$ cat src/rtl/fei4_cmd_pkg.sv
// Shared FE-I4 command definitions: decoder FSM states, header and field codes.
package fei4_cmd_pkg;

    typedef enum logic [2:0] {
        IDLE,
        HEADER,
        FIELD2,
        FIELD3,
        FIELD4,
        FIELD5,
        DATA,
        ERR_FLUSH
    } state_t;

    // 5-bit headers
    localparam logic [4:0] HDR_LV1  = 5'b11101;
    localparam logic [4:0] HDR_FAST = 5'b10110;

    // field2 codes following HDR_FAST
    localparam logic [3:0] F2_BCR  = 4'b0001;
    localparam logic [3:0] F2_ECR  = 4'b0010;
    localparam logic [3:0] F2_CAL  = 4'b0100;
    localparam logic [3:0] F2_SLOW = 4'b1000;

    // field3 slow-command codes
    localparam logic [3:0] F3_RD_REG  = 4'b0001;
    localparam logic [3:0] F3_WR_REG  = 4'b0010;
    localparam logic [3:0] F3_WR_FE   = 4'b0100;
    localparam logic [3:0] F3_GRST    = 4'b1000;
    localparam logic [3:0] F3_GPULSE  = 4'b1001;
    localparam logic [3:0] F3_RUNMODE = 4'b1010;

    function automatic logic f3_legal(input logic [3:0] code);
        case (code)
            F3_RD_REG, F3_WR_REG, F3_WR_FE,
            F3_GRST, F3_GPULSE, F3_RUNMODE: return 1'b1;
            default:                        return 1'b0;
        endcase
    endfunction

endpackage

$ cat src/rtl/fei4_cmd_decoder.sv
// FE-I4 serial command decoder: fast commands (LV1/BCR/ECR/CAL) and addressed slow commands.
module fei4_cmd_decoder
    import fei4_cmd_pkg::*;
#(
    parameter int unsigned FE_WORDS = 42
) (
    input  logic        CMD_CLK,
    input  logic        RESET,
    input  logic        CMD_DATA,
    input  logic [2:0]  CHIP_ID,
    output logic        LV1,
    output logic        BCR,
    output logic        ECR,
    output logic        CAL,
    output logic        SLOW_VALID,
    output logic [3:0]  SLOW_CMD,
    output logic [5:0]  SLOW_ADDR,
    output logic [15:0] SLOW_DATA,
    output logic [15:0] FE_WORD,
    output logic        FE_WORD_VALID,
    output logic        ERR,
    output logic        BUSY
);

    localparam int unsigned WCW = (FE_WORDS > 1) ? $clog2(FE_WORDS) : 1;
    localparam logic [9:0]  FE_LAST_BIT = 10'(FE_WORDS * 16 - 1);

    state_t          state_q, state_d;
    logic [9:0]      cnt_q, cnt_d;
    logic [15:0]     sr_q, sr_d;
    logic [3:0]      cmd_q, cmd_d;
    logic            hit_q, hit_d;
    logic [5:0]      f5_q, f5_d;
    logic [WCW-1:0]  word_q, word_d;

    logic            lv1_q, lv1_d, bcr_q, bcr_d, ecr_q, ecr_d, cal_q, cal_d;
    logic            err_q, err_d, slow_valid_q, slow_valid_d, fe_valid_q, fe_valid_d;
    logic [3:0]      slow_cmd_q, slow_cmd_d;
    logic [5:0]      slow_addr_q, slow_addr_d;
    logic [15:0]     slow_data_q, slow_data_d, fe_word_q, fe_word_d;

    logic [15:0]     shifted;
    assign shifted = {sr_q[14:0], CMD_DATA};

    // Next-state, field capture and strobe generation; cnt_q holds bits left in the state minus one.
    always_comb begin
        state_d      = state_q;
        cnt_d        = cnt_q - 10'd1;
        sr_d         = shifted;
        cmd_d        = cmd_q;
        hit_d        = hit_q;
        f5_d         = f5_q;
        word_d       = word_q;
        lv1_d        = 1'b0;
        bcr_d        = 1'b0;
        ecr_d        = 1'b0;
        cal_d        = 1'b0;
        err_d        = 1'b0;
        slow_valid_d = 1'b0;
        fe_valid_d   = 1'b0;
        slow_cmd_d   = slow_cmd_q;
        slow_addr_d  = slow_addr_q;
        slow_data_d  = slow_data_q;
        fe_word_d    = fe_word_q;

        case (state_q)
            IDLE: begin
                cnt_d = '0;
                if (CMD_DATA) begin
                    state_d = HEADER;
                    cnt_d   = 10'd3;
                end
            end
            HEADER: if (cnt_q == '0) begin
                if (shifted[4:0] == HDR_LV1) begin
                    lv1_d   = 1'b1;
                    state_d = IDLE;
                end else if (shifted[4:0] == HDR_FAST) begin
                    state_d = FIELD2;
                    cnt_d   = 10'd3;
                end else begin
                    err_d   = 1'b1;
                    state_d = ERR_FLUSH;
                    cnt_d   = '0;
                end
            end
            FIELD2: if (cnt_q == '0) begin
                state_d = IDLE;
                cnt_d   = '0;
                case (shifted[3:0])
                    F2_BCR:  bcr_d = 1'b1;
                    F2_ECR:  ecr_d = 1'b1;
                    F2_CAL:  cal_d = 1'b1;
                    F2_SLOW: begin
                        state_d = FIELD3;
                        cnt_d   = 10'd3;
                    end
                    default: begin
                        err_d   = 1'b1;
                        state_d = ERR_FLUSH;
                    end
                endcase
            end
            FIELD3: if (cnt_q == '0) begin
                if (f3_legal(shifted[3:0])) begin
                    cmd_d   = shifted[3:0];
                    state_d = FIELD4;
                    cnt_d   = 10'd3;
                end else begin
                    err_d   = 1'b1;
                    state_d = ERR_FLUSH;
                    cnt_d   = '0;
                end
            end
            FIELD4: if (cnt_q == '0) begin
                hit_d   = shifted[3] | (shifted[2:0] == CHIP_ID);
                state_d = FIELD5;
                cnt_d   = 10'd5;
            end
            FIELD5: if (cnt_q == '0) begin
                f5_d   = shifted[5:0];
                word_d = '0;
                if (cmd_q == F3_WR_REG) begin
                    state_d = DATA;
                    cnt_d   = 10'd15;
                end else if (cmd_q == F3_WR_FE) begin
                    state_d = DATA;
                    cnt_d   = FE_LAST_BIT;
                end else begin
                    state_d      = IDLE;
                    cnt_d        = '0;
                    slow_valid_d = hit_q;
                    if (hit_q) begin
                        slow_cmd_d  = cmd_q;
                        slow_addr_d = shifted[5:0];
                    end
                end
            end
            DATA: begin
                // Payload length is a multiple of 16, so word ends align with cnt_q[3:0] == 0.
                if (cmd_q == F3_WR_FE && cnt_q[3:0] == 4'd0) begin
                    fe_valid_d = hit_q;
                    if (hit_q) fe_word_d = shifted;
                    word_d = (word_q == WCW'(FE_WORDS - 1)) ? '0 : word_q + 1'b1;
                end
                if (cnt_q == '0) begin
                    state_d      = IDLE;
                    slow_valid_d = hit_q;
                    if (hit_q) begin
                        slow_cmd_d  = cmd_q;
                        slow_addr_d = f5_q;
                        if (cmd_q == F3_WR_REG) slow_data_d = shifted;
                    end
                end
            end
            ERR_FLUSH: begin
                state_d = IDLE;
                cnt_d   = '0;
            end
            default: begin
                state_d = IDLE;
                cnt_d   = '0;
            end
        endcase
    end

    // State, counters, shift register and registered outputs.
    always_ff @(posedge CMD_CLK) begin
        if (RESET) begin
            state_q      <= IDLE;
            cnt_q        <= '0;
            sr_q         <= '0;
            cmd_q        <= '0;
            hit_q        <= 1'b0;
            f5_q         <= '0;
            word_q       <= '0;
            lv1_q        <= 1'b0;
            bcr_q        <= 1'b0;
            ecr_q        <= 1'b0;
            cal_q        <= 1'b0;
            err_q        <= 1'b0;
            slow_valid_q <= 1'b0;
            fe_valid_q   <= 1'b0;
            slow_cmd_q   <= '0;
            slow_addr_q  <= '0;
            slow_data_q  <= '0;
            fe_word_q    <= '0;
        end else begin
            state_q      <= state_d;
            cnt_q        <= cnt_d;
            sr_q         <= sr_d;
            cmd_q        <= cmd_d;
            hit_q        <= hit_d;
            f5_q         <= f5_d;
            word_q       <= word_d;
            lv1_q        <= lv1_d;
            bcr_q        <= bcr_d;
            ecr_q        <= ecr_d;
            cal_q        <= cal_d;
            err_q        <= err_d;
            slow_valid_q <= slow_valid_d;
            fe_valid_q   <= fe_valid_d;
            slow_cmd_q   <= slow_cmd_d;
            slow_addr_q  <= slow_addr_d;
            slow_data_q  <= slow_data_d;
            fe_word_q    <= fe_word_d;
        end
    end

    assign LV1           = lv1_q;
    assign BCR           = bcr_q;
    assign ECR           = ecr_q;
    assign CAL           = cal_q;
    assign ERR           = err_q;
    assign SLOW_VALID    = slow_valid_q;
    assign FE_WORD_VALID = fe_valid_q;
    assign SLOW_CMD      = slow_cmd_q;
    assign SLOW_ADDR     = slow_addr_q;
    assign SLOW_DATA     = slow_data_q;
    assign FE_WORD       = fe_word_q;
    assign BUSY          = (state_q != IDLE);

endmodule

$ cat config.mk
export PLATFORM = sky130hd
export DESIGN_NAME = fei4_cmd_decoder
export DESIGN_NICKNAME = d
export VERILOG_FILES = /design/src/rtl/fei4_cmd_pkg.sv /design/src/rtl/fei4_cmd_decoder.sv
export SDC_FILE = /design/constraint.sdc
export NUM_CORES = 1
export LEC_CHECK = 0
export ABC_AREA = 1
export CORE_MARGIN = 2
export CORE_UTILIZATION = 55
export DETAILED_ROUTE_END_ITERATION = 6
export PLACE_DENSITY = 0.84
export SLEW_MARGIN = 20
export SYNTH_ARGS = -nofsm -noshare
export SYNTH_HDL_FRONTEND = slang
export SYNTH_SLANG_ARGS = --single-unit
$ cat constraint.sdc
create_clock -name CMD_CLK -period 3.5 [get_ports CMD_CLK]
set_input_delay 0.525 -clock CMD_CLK [delete_from_list [all_inputs] [get_ports CMD_CLK]]
set_output_delay 0.525 -clock CMD_CLK [all_outputs]
set_load 0.1 [all_outputs]
[Word level (Yosys, flattened, before mapping)]
Cells that the tools add are included.
Storage, ports and cells
  output and inout bits: 50
  flip-flop bits (word level): 88
Operators by class
  equal/unequal tests: 29
  multiplexer cells: 60
  bitwise gates (word level): 6
  add/sub/neg operators: 1
  reductions and logical operators: 20
Operators by type and width (number)
  10-bit 2-to-1 mux: 8
  10-bit case mux with 7 select lines: 1
  6-bit 2-to-1 mux: 6
  3-bit 2-to-1 mux: 11
  3-bit case mux with 8 select lines: 1
  2-bit != test, second input constant: 11
  4-bit 2-to-1 mux: 5
  1-bit 2-to-1 mux: 18
  7-bit AND reduction: 2
  3-bit == test, second input constant: 4
  4-bit == test, second input constant: 3
  6-bit case mux with 2 select lines: 1
  3-bit OR reduction: 4
  5-bit == test, second input constant: 2
  10-bit logical NOT: 1
  2-bit 2-to-1 mux: 5
  10-bit by 1-bit subtractor with 10-bit output, second input constant: 1
  4-bit by 2-bit == test with 1-bit output, second input constant: 2
  4-bit by 3-bit == test with 1-bit output, second input constant: 2
  4-bit case mux with 2 select lines: 1
  3-bit by 2-bit == test with 1-bit output, second input constant: 2
  3-bit case mux with 2 select lines: 1
  3-bit AND reduction: 2
  6-bit OR reduction: 1
  16 further kinds: 21

[Logic depth before layout (Yosys ltp)]
Gate-level depths: netlist of the first run.
  word-level depth: 8
  gate-level depth with buffers: 12
  mapped depth without buffers: 11

[Worst setup path before layout of the first run]
No wires, ideal clock.
  path type: flip-flop to flip-flop
  start: register state_q[0]
  end: register state_q[2]
  data arrival time: 1.910 ns
  stages on the path, launching flop included: 8
  slack: 1.458 ns
  data required time: 3.368 ns
  period minus slack after synthesis: 2.042 ns
  cells stage by stage: dfxtp_1 nor2_1 nand2_1 o21ai_0 o22ai_1 inv_1 nand2_1 a21oi_1
On the way
  cells in the longest elaborated chain, start to end: 3
  elaborated cells between the ends (all ways): 17
RTL lines
  start, declared: RTL line fei4_cmd_decoder.sv:28  | state_t state_q, state_d;
  start signal, assigned: RTL line fei4_cmd_decoder.sv:189  | state_q <= state_d;
  3-bit by 1-bit == test with 1-bit output, or another cell as far along: RTL line fei4_cmd_decoder.sv:66  | case (state_q)
  2-bit != test (no source line)
  7-bit AND reduction (no source line)
Parallel ways exist; a longest one is shown, timed or not.
A chain may end at the register's enable or synchronous reset.

[Worst setup path in the final report of the first run]
  start: register fe_word_q[0] (netlist: FE_WORD[0])
  end: output port FE_WORD[0]
RTL lines
  start, declared: RTL line fei4_cmd_decoder.sv:40  | logic [15:0] slow_data_q, slow_data_d, fe_word_q, fe_word_d;
  start signal, assigned: RTL line fei4_cmd_decoder.sv:206  | fe_word_q <= fe_word_d;
  end, declared: RTL line fei4_cmd_decoder.sv:19  | output logic [15:0] FE_WORD,
No word-level cell between the ends.

==> results_dict.tcl, run 1 <==
set metrics [dict create \
    syn_area_per_cell_um2 7.450 \
    cts.sinks 88 \
    grt_pass1_vias 3293 \
    timing.clock.skew_ns 0.009133 \
    grt_pass1_wl_um 14960 \
    fmax_mhz 417.1 \
    worstSetupStartpoint "FE_WORD[0]" \
    worstSetupEndpoint "FE_WORD[0]" \
    setup_tns_ns 0 \
    finalHoldViolations 0 \
    gp_congestion 0.9233 \
    die_h_um 84.64 \
    die_w_um 84.64 \
    rows 29 \
    layout_commonest_cell "nor2_1" \
    postCtsSetupBuffers 0 \
    drt_wl_total_um 8904 \
    ys_seq_area_share_pct 49.27 \
    synth-seq-cells 88 \
    hold_path.startpoint "sr_q[12]" \
    syn_nets 487 \
    cp-start-kind "flip-flop" \
    ir_drop_mv 0.7365 \
    hold_class "flip-flop to flip-flop" \
    period_minus_slack_ns 2.397 \
    clkTransAtPathRegs_ns 0.09 \
    r2r-start "cnt_q[0]" \
    grt_max_degree 35 \
    portBuffers 55 \
    cp.required_ns 2.97 \
    crit_path_max_fanout 2 \
    drc 0 \
    vias_per_cell 5.367 \
    cts.repair.resized 0 \
    mostFrequentLayoutCells "nor2_1, dfxtp_1, nand2_1, clkdlybuf4s50_1, o21ai_0" \
    tightestPinTransition_ns 0.9884 \
    r2r_end "SLOW_ADDR[5]" \
    area.growth.synth_to_final_pct 23.20 \
    critical_path_depth 1 \
    io_pins 56 \
    post-dp-hpwl_um 6286 \
    drive_gt1_share_pct 7.621 \
    total_power_w 0.002987 \
    first_pass_iters 5 \
    cts_tree "yes" \
    worstPathArrival_ns 1.87 \
    status "finished, final reports clean" \
    end_kind "output port" \
    clock_path_buffers 2 \
    cp_cell_sequence "clkdlybuf4s50_1" \
    yosys_warnings 0 \
    synth_cells 480 \
    cts_root_buffer "clkbuf_8" \
    max_stage_delay_ns 1.15 \
    grt_use_total_pct 26.06 \
    rr_worst_depth 11 \
    cts_inserted_buffers 9 \
    drt_iter0_drc 210 \
    rrSetupSlack_ns 1.17 \
    ys_types 28 \
    p_per_area_nw_per_um2 678.1 \
    wire_per_inst_um 14.48 \
    cts_max_level 3 \
    syn_area_um2 3576 \
    ctsHoldBuffers 0 \
    antenna_left 0 \
    layout.nets 540 \
    insertion_delay_ns 0.36 \
    rsz0062_at_grt "false" \
    cp_top_family "buffers and inverters" \
    setup_viol 0 \
    antenna_found_initial 0 \
    grt-ovfl-total 0 \
    fin_crit_sh_pct 68.49 \
    dieArea_um2 7163 \
    crit_buf_inv 1 \
    final_core_util_pct 69.78 \
    leakagePower_nw 1.885 \
    relSlewSlack_pct 33.90 \
    drv_slew 0 \
    vias 3301 \
    crit_path_top_delay_cell "clkdlybuf4s50_1" \
    start_util_pct 56.64 \
    maxCapViolations 0 \
    path_class "flip-flop to output port" \
    core-area_um2 6314 \
    diodes 0 \
]
-- sequential cells by signal, summed over array words and instances, names as in the netlist --
register       cells
cnt_q             10
BCR                1
SLOW_ADDR          6
FE_WORD_VALID      1
LV1                1
f5_q               6
SLOW_CMD           4
FE_WORD           16
sr_q              15
state_q            3
cmd_q              4
ECR                1
hit_q              1
SLOW_VALID         1
ERR                1
CAL                1
SLOW_DATA         16
-- cells in the mapped netlist --
cell type	n	area share, %
nor4_4	2	1.2
nand2_2	1	0.18
nand2_1	66	6.9
buf_2	7	0.98
nand3_1	22	3.1
o22ai_1	1	0.18
clkbuf_1	8	0.84
xnor2_1	5	1.2
nor2_4	1	0.31
clkinv_1	1	0.10
buf_4	1	0.21
nor2_1	95	10
inv_2	3	0.31
o21ai_1	12	1.7
ha_1	1	0.35
buf_1	1	0.10
dfxtp_1	88	49
nor3_1	9	1.3
o21ai_0	51	7.1
a31oi_1	1	0.18
o21a_1	1	0.21
a21oi_1	34	4.8
nand4_1	5	0.87
nor2_2	12	2.1
and3_1	1	0.18
inv_1	44	4.6
buf_6	1	0.31
xor2_1	6	1.5
-- stage by stage --
step / instance area, um2 / setup slack [ns] / hold WS, ns / cells
5_1_grt: 4405 / 0.9281 / 0.4775 / 615
2_1_floorplan: 3576 / 1.458 / 0.4360 / 480
6_report: 4405 / 1.103 / 0.4656 / 615
4_1_cts: 4405 / 1.097 / 0.4656 / 615
3_5_place_dp: 4170 / 1.025 / 0.4500 / 599
3_3_place_gp: 4170 / 1.088 / 0.4452 / 599
-- cell type report --
type | count | area [um2]
inverters | 48 | 180.2
fillers | 528 | 1908
multi-input cells | 326 | 1546
clock buffers | 10 | 137.6
repair buffers | 60 | 585.6
well taps | 77 | 96.34
clock inverters | 6 | 97.59
flip-flops and latches | 88 | 1762
-- per-layer routing --
metal / track usage, % / up-vias / wire [um]
met1: 32.96 / 1501 / 3980
met4: 12.55 / 0 / 285
li1: - / 1653 / -
met3: 4.916 / 25 / 524
met2: 42.88 / 122 / 4113
met5: 0 / - / 0
-- how the worst min path moves through the flow --
stage / to / slack [ns] / depth (start not counted)
final: sr_q[13] / 0.47 / 2
after global routing: sr_q[13] / 0.48 / 2
after CTS: sr_q[13] / 0.47 / 2
after detailed placement: sr_q[14] / 0.45 / 2
after global placement: sr_q[14] / 0.45 / 2
after floorplan: sr_q[10] / 0.44 / 2
-- kinds of logic after synthesis --
family | Yosys count | share of synthesized area [%]
XOR/XNOR | 11 | 2.694
buffers and inverters | 66 | 7.488
adder cells (fa/ha/maj) | 1 | 0.3498
AND/OR/NAND/NOR | 214 | 26.07
flip-flops | 88 | 49.27
AO/OA/AOI/OAI | 100 | 14.14
-- power by group --
| part | total (W) | switching, W | internal, W |
|---|---|---|---|
| combinational | 0.00103 | 0.000705 | 0.000329 |
| sequential | 0.00114 | 0.0000680 | 0.00107 |
| clock | 0.000817 | 0.000383 | 0.000433 |
Power figures use the tool's default switching activity.
==> run 2: changes to the inputs <==
--- a/config.mk
+++ b/config.mk
@@ -7,9 +7,9 @@
 export LEC_CHECK = 0
 export ABC_AREA = 1
 export CORE_MARGIN = 2
-export CORE_UTILIZATION = 55
+export CORE_UTILIZATION = 48
 export DETAILED_ROUTE_END_ITERATION = 6
-export PLACE_DENSITY = 0.84
+export PLACE_DENSITY = 0.78
 export SLEW_MARGIN = 20
 export SYNTH_ARGS = -nofsm -noshare
 export SYNTH_HDL_FRONTEND = slang
==> constraint.sdc (replaced) <==
create_clock -name CMD_CLK -period 2.15 [get_ports CMD_CLK]
set_input_delay 0.3225 -clock CMD_CLK [delete_from_list [all_inputs] [get_ports CMD_CLK]]
set_output_delay 0.3225 -clock CMD_CLK [all_outputs]
set_load 0.1 [all_outputs]
==> run 2 against run 1 <==
  * Setup slack got worse by 0.91 ns
  * Combinational power increased by 77%
  * Wire length decreased by 3.6%
  * Sequential power increased by 62%
  * Global-route usage decreased by 4.0 points
  * Non-clock buffer count increased by 10
  * Critical path depth increased by 12
  * Sequential cell count unchanged
  * Sequential share of layout area decreased by 0.27 points
  * Clock skew decreased by 0.0012 ns
  * Utilization decreased by 8.3 points
  * Highest routed layer unchanged
==> results_dict.tcl, run 2 (synthesized netlist as in run 1, its figures left out) <==
set metrics [dict create \
    path_class "flip-flop to flip-flop" \
    clock_path_buffers 2 \
    vias 3302 \
    relSlewSlack_pct 74.56 \
    setup_viol 0 \
    finalHoldViolations 0 \
    hold_class "flip-flop to flip-flop" \
    register_area_um2 1762 \
    portBuffers 55 \
    drive_gt1_share_pct 18.98 \
    core-area_um2 7214 \
    fmax_mhz 511.6 \
    fillers 669 \
    period_minus_slack_ns 1.955 \
    first_pass_iters 4 \
    die_h_um 90.31 \
    cts_root_buffer "clkbuf_8" \
    cts_tree "yes" \
    cts.sinks 88 \
    p_sw_w 0.001909 \
    place_inst 631 \
    p_per_area_nw_per_um2 1129 \
    drt_iter0_drc 123 \
    leakagePower_nw 2.036 \
    dieArea_um2 8156 \
    ctsHoldBuffers 0 \
    cellInternalPower_w 0.003100 \
    p_comb_share_pct 36.3 \
    cts_max_level 3 \
    cts_inserted_buffers 9 \
    antenna_found_initial 0 \
    rsz0062_at_grt "false" \
    diodes 0 \
    rows 31 \
    end_kind "flip-flop" \
    ir_drop_mv 0.4105 \
    drv_slew 0 \
    grt-ovfl-total 0 \
    grt_pass1_wl_um 14650 \
    swShare_pct 38.12 \
    insertion_delay_ns 0.35 \
    clkTransAtPathRegs_ns 0.09 \
    layout_commonest_cell "nor2_1" \
    area.growth.synth_to_final_pct 24.04 \
    cp.required_ns 2.39 \
    status "finished, final reports clean" \
    grt_use_total_pct 22.01 \
    multi_input_area_um2 1551 \
    fin_crit_sh_pct 90.92 \
    start_util_pct 49.57 \
    post-dp-hpwl_um 6172 \
    drt_wl_total_um 8584 \
    layout.nets 550 \
    mostFrequentLayoutCells "nor2_1, dfxtp_1, nand2_1, buf_4, o21ai_0" \
    seqPwrFrac_pct 36.9 \
    power_frac_clock_pct 26.7 \
    crit_path_max_fanout 7 \
    grt_max_degree 55 \
    die_w_um 90.31 \
    postCtsSetupBuffers 0 \
    cp-start-kind "flip-flop" \
    final_cells 647 \
    worstPathArrival_ns 2.20 \
    io_pins 56 \
    grt_pass1_vias 3270 \
    setup_tns_ns 0 \
    maxCapViolations 0 \
    timing.clock.skew_ns 0.007956 \
    wire_per_inst_um 13.27 \
    gp_congestion 0.9230 \
    cts.repair.resized 0 \
    vias_per_cell 5.104 \
    antenna_left 0 \
    drc 0 \
    tightestPinTransition_ns 0.3802 \
]
==> run 2: changes by cell type in the layout (fill, tap and decap cells not counted) <==
cell and change:
buf_12 +3, buf_4 +56, clkdlybuf4s50_1 -49, clkinv_1 -1, clkinvlp_4 +2, ha_1 -1
ha_2 +1, inv_1 -1, nor2_1 -1, nor2_2 +1
==> run 2: worst paths after layout <==
kind / slack (ns) / from / to / cells past startpoint
setup / recovery: 0.20 / cnt_q[0] / cnt_q[0] / 13
hold / removal: 0.46 / sr_q[12] / sr_q[13] / 2
setup reg to reg: 0.20 / cnt_q[0] / cnt_q[0] / 13
hold reg to reg: 0.46 / sr_q[12] / sr_q[13] / 2
==> run 2: power groups by stage <==
stage	clock (W)	sequential, W	combinational (W)
floorplan	0	0.00189	0.00127
global placement	0	0.00188	0.00176
detailed placement	0	0.00188	0.00177
CTS	0.00136	0.00184	0.00178
global route	0.00144	0.00186	0.00206
finish	0.00134	0.00185	0.00182
==> run 2: per-stage QoR <==
| stage | worst slack, ns | total power (W) | util (%) | area (um2) | hold slack [ns] |
|---|---|---|---|---|---|
| after detailed placement | 0.07695 | 0.003649 | 58.05 | 4188 | 0.4595 |
| final | 0.1952 | 0.005009 | 61.48 | 4436 | 0.4641 |
| after global placement | 0.1494 | 0.003634 | 58.05 | 4188 | 0.4526 |
| after CTS | 0.1218 | 0.004984 | 61.31 | 4423 | 0.4708 |
| after global routing | 0.001514 | 0.005357 | 61.48 | 4436 | 0.4887 |
| after floorplan | 0.1076 | 0.003165 | - | 3576 | 0.4360 |
==> run 2: metal layers <==
metal / vias up / GRT usage [%] / routed length, um
met3: 21 / 5.259 / 467
met4: 0 / 10.26 / 213
met5: - / 0 / 0
met2: 73 / 37.91 / 4143
li1: 1665 / - / -
met1: 1543 / 25.88 / 3760
==> run 2: area by class of cell <==
class                      count  share of cell area (%)
sequential                    88                   39.72
multi-input combinational    326                   34.98
timing repair buffer          70                   12.98
inverter                      48                   4.231
clock buffer                  10                   3.103
tap                           99                   2.793
clock inverter                 6                   2.200
==> run 2: critical path, cell delays in order, from the launching register on <==
cell and delay (ns):
dfxtp_1 0.36, inv_1 0.11, ha_2 0.21, nand2_1 0.07, nor2_2 0.11, nand3_1 0.08, buf_4 0.18, buf_4 0.16
nand2_1 0.10, nand3_1 0.13, nor2_1 0.13, nor2_1 0.05, nor2_1 0.10, nor2_1 0.04
==> run 3: changes to the inputs <==
--- a/config.mk
+++ b/config.mk
@@ -6,10 +6,12 @@
 export NUM_CORES = 1
 export LEC_CHECK = 0
 export ABC_AREA = 1
+export CORE_ASPECT_RATIO = 0.6
 export CORE_MARGIN = 2
-export CORE_UTILIZATION = 48
+export CORE_UTILIZATION = 30
 export DETAILED_ROUTE_END_ITERATION = 6
-export PLACE_DENSITY = 0.78
+export PLACE_DENSITY = 0.54
+export REMOVE_ABC_BUFFERS = 1
 export SLEW_MARGIN = 20
 export SYNTH_ARGS = -nofsm -noshare
 export SYNTH_HDL_FRONTEND = slang
==> run 3 against run 2 <==
  * Clock power rose by 19%
  * Register-to-register slack lost 0.02 ns
  * Hold slack lost 0.0034 ns
==> results_dict.tcl, run 3 (synthesized netlist as in run 1, its figures left out) <==
set metrics [dict create \
    antenna_left 0 \
    relSlewSlack_pct 72.20 \
    layout_commonest_cell "nor2_1" \
    cp_cell_sequence "inv_1 > ha_2 > nand2_1 > nor2_2 > nand3_2 > buf_4 > nand2_1 > nand3_1 > nor3_1 > nor3_1" \
    grt_pass1_vias 2984 \
    stdcell_area_um2 4634 \
    end_kind "flip-flop" \
    fmax_mhz 507.1 \
    whs_ns 0.4607 \
    diodes 0 \
    first_pass_iters 5 \
    crit_path_top_delay_cell "dfxtp_1" \
    path_class "flip-flop to flip-flop" \
    clock_path_buffers 2 \
    area.growth.synth_to_final_pct 29.60 \
    gp_congestion 0.9343 \
    tightestPinTransition_ns 0.4155 \
    drt_wl_total_um 9857 \
    drc 0 \
    cp-start-kind "flip-flop" \
    cp.required_ns 2.37 \
    clkTransAtPathRegs_ns 0.06 \
    leakagePower_nw 2.112 \
    status "finished, final reports clean" \
    cts_root_buffer "clkbuf_16" \
    drt_iter0_drc 271 \
    start_util_pct 31.23 \
    post-dp-hpwl_um 7154 \
    postCtsSetupBuffers 0 \
    die_h_um 88.57 \
    core-area_um2 11450 \
    drive_gt1_share_pct 19.89 \
    grt-ovfl-total 0 \
    fin_crit_sh_pct 91.72 \
    period_minus_slack_ns 1.972 \
    final_cells 713 \
    met2_length_um 3877 \
    rows 30 \
    antenna_found_initial 0 \
    timing.clock.skew_ns 0.01295 \
    mostFrequentLayoutCells "nor2_1, dfxtp_1, nand2_1, buf_4, o21ai_0" \
    wire_per_inst_um 13.82 \
    hold_class "flip-flop to flip-flop" \
    drv_slew 0 \
    cts_inserted_buffers 9 \
    max_stage_delay_ns 0.35 \
    grt_pass1_wl_um 15780 \
    vias 3314 \
    layout.nets 555 \
    io_pins 56 \
    worstPathArrival_ns 2.19 \
    vias_per_cell 4.648 \
    grt_use_total_pct 15.87 \
    finalHoldViolations 0 \
    crit_path_max_fanout 9 \
    maxCapViolations 0 \
    dpl_cell_area_um2 4314 \
    grt_max_degree 40 \
    cts_max_level 3 \
    met1_length_um 5181 \
    dieArea_um2 12840 \
    insertion_delay_ns 0.34 \
    cts_tree "yes" \
    p_per_area_nw_per_um2 1150 \
    ir_drop_mv 0.8186 \
    top_layer "met4" \
    place_inst 697 \
    ctsHoldBuffers 0 \
    cts.sinks 88 \
    setup_viol 0 \
    wl_met3_um 694 \
    portBuffers 55 \
    die_w_um 144.9 \
]
==> run 3: changes by cell type in the layout (fill, tap and decap cells not counted), sizes merged <==
cell,change
inv,-1
bufinv,-1
clkinvlp,-2
clkinv,+4
buf,+5
==> run 3: critical path, delay by kind of cell (launching register included) <==
family | cells | cell delay (ns)
buffers and inverters | 2 | 0.32
DFF | 1 | 0.35
adders and majority gates | 1 | 0.22
and+or+nand+nor | 7 | 0.97
==> run 3: final timing paths <==
kind / from / end / slack (ns) / cells after the start
setup / recovery: cnt_q[0] / cnt_q[2] / 0.18 / 10
hold / removal: sr_q[10] / sr_q[11] / 0.46 / 2
setup reg to reg: cnt_q[0] / cnt_q[2] / 0.18 / 10
hold reg to reg: sr_q[10] / sr_q[11] / 0.46 / 2
==> run 3: per-layer routing <==
metal / GRT usage [%] / up-vias
li1: - / 1676
met2: 22.25 / 111
met1: 23.41 / 1514
met5: 0 / -
met4: 4.590 / 0
met3: 4.691 / 13
==> run 3: what timing repair did <==
| item | 4_1_cts | 5_1_grt |
|---|---|---|
| gates resized for setup | 0 | 5 |
| endpoints found under the setup margin | 0 | 25 |
| endpoints found under the hold margin | 0 | 0 |
==> run 3: power by group <==
group	switching [W]	leakage [nW]	internal [W]
Sequential	0.000116	0.711	0.00174
Combinational	0.00124	1.25	0.000635
Clock	0.000664	0.153	0.000936
Total	0.00202	2.11	0.00331
==> run 3: final cells by class <==
class                           count  area (um2)
Inverter                           48       180.2
Fill cell                        1165        6814
Sequential cell                    88        1762
Tap cell                          160       200.2
Clock buffer                       10       239.0
Clock inverter                      6       66.31
Multi-Input combinational cell    326        1562
Timing Repair Buffer               75       625.6
==> run 3: through the flow <==
stage / setup TNS [ns] / utilization [%] / worst slack [ns] / total power (W)
detailed placement: 0 / 37.68 / 0.09392 / 0.003656
CTS: 0 / 40.35 / 0.1287 / 0.005285
finish: 0 / 40.48 / 0.1780 / 0.005331
global placement: 0 / 37.68 / 0.07272 / 0.003671
global route: -0.008467 / 40.48 / -0.008467 / 0.005658
floorplan: -0.2784 / - / -0.02782 / 0.003132
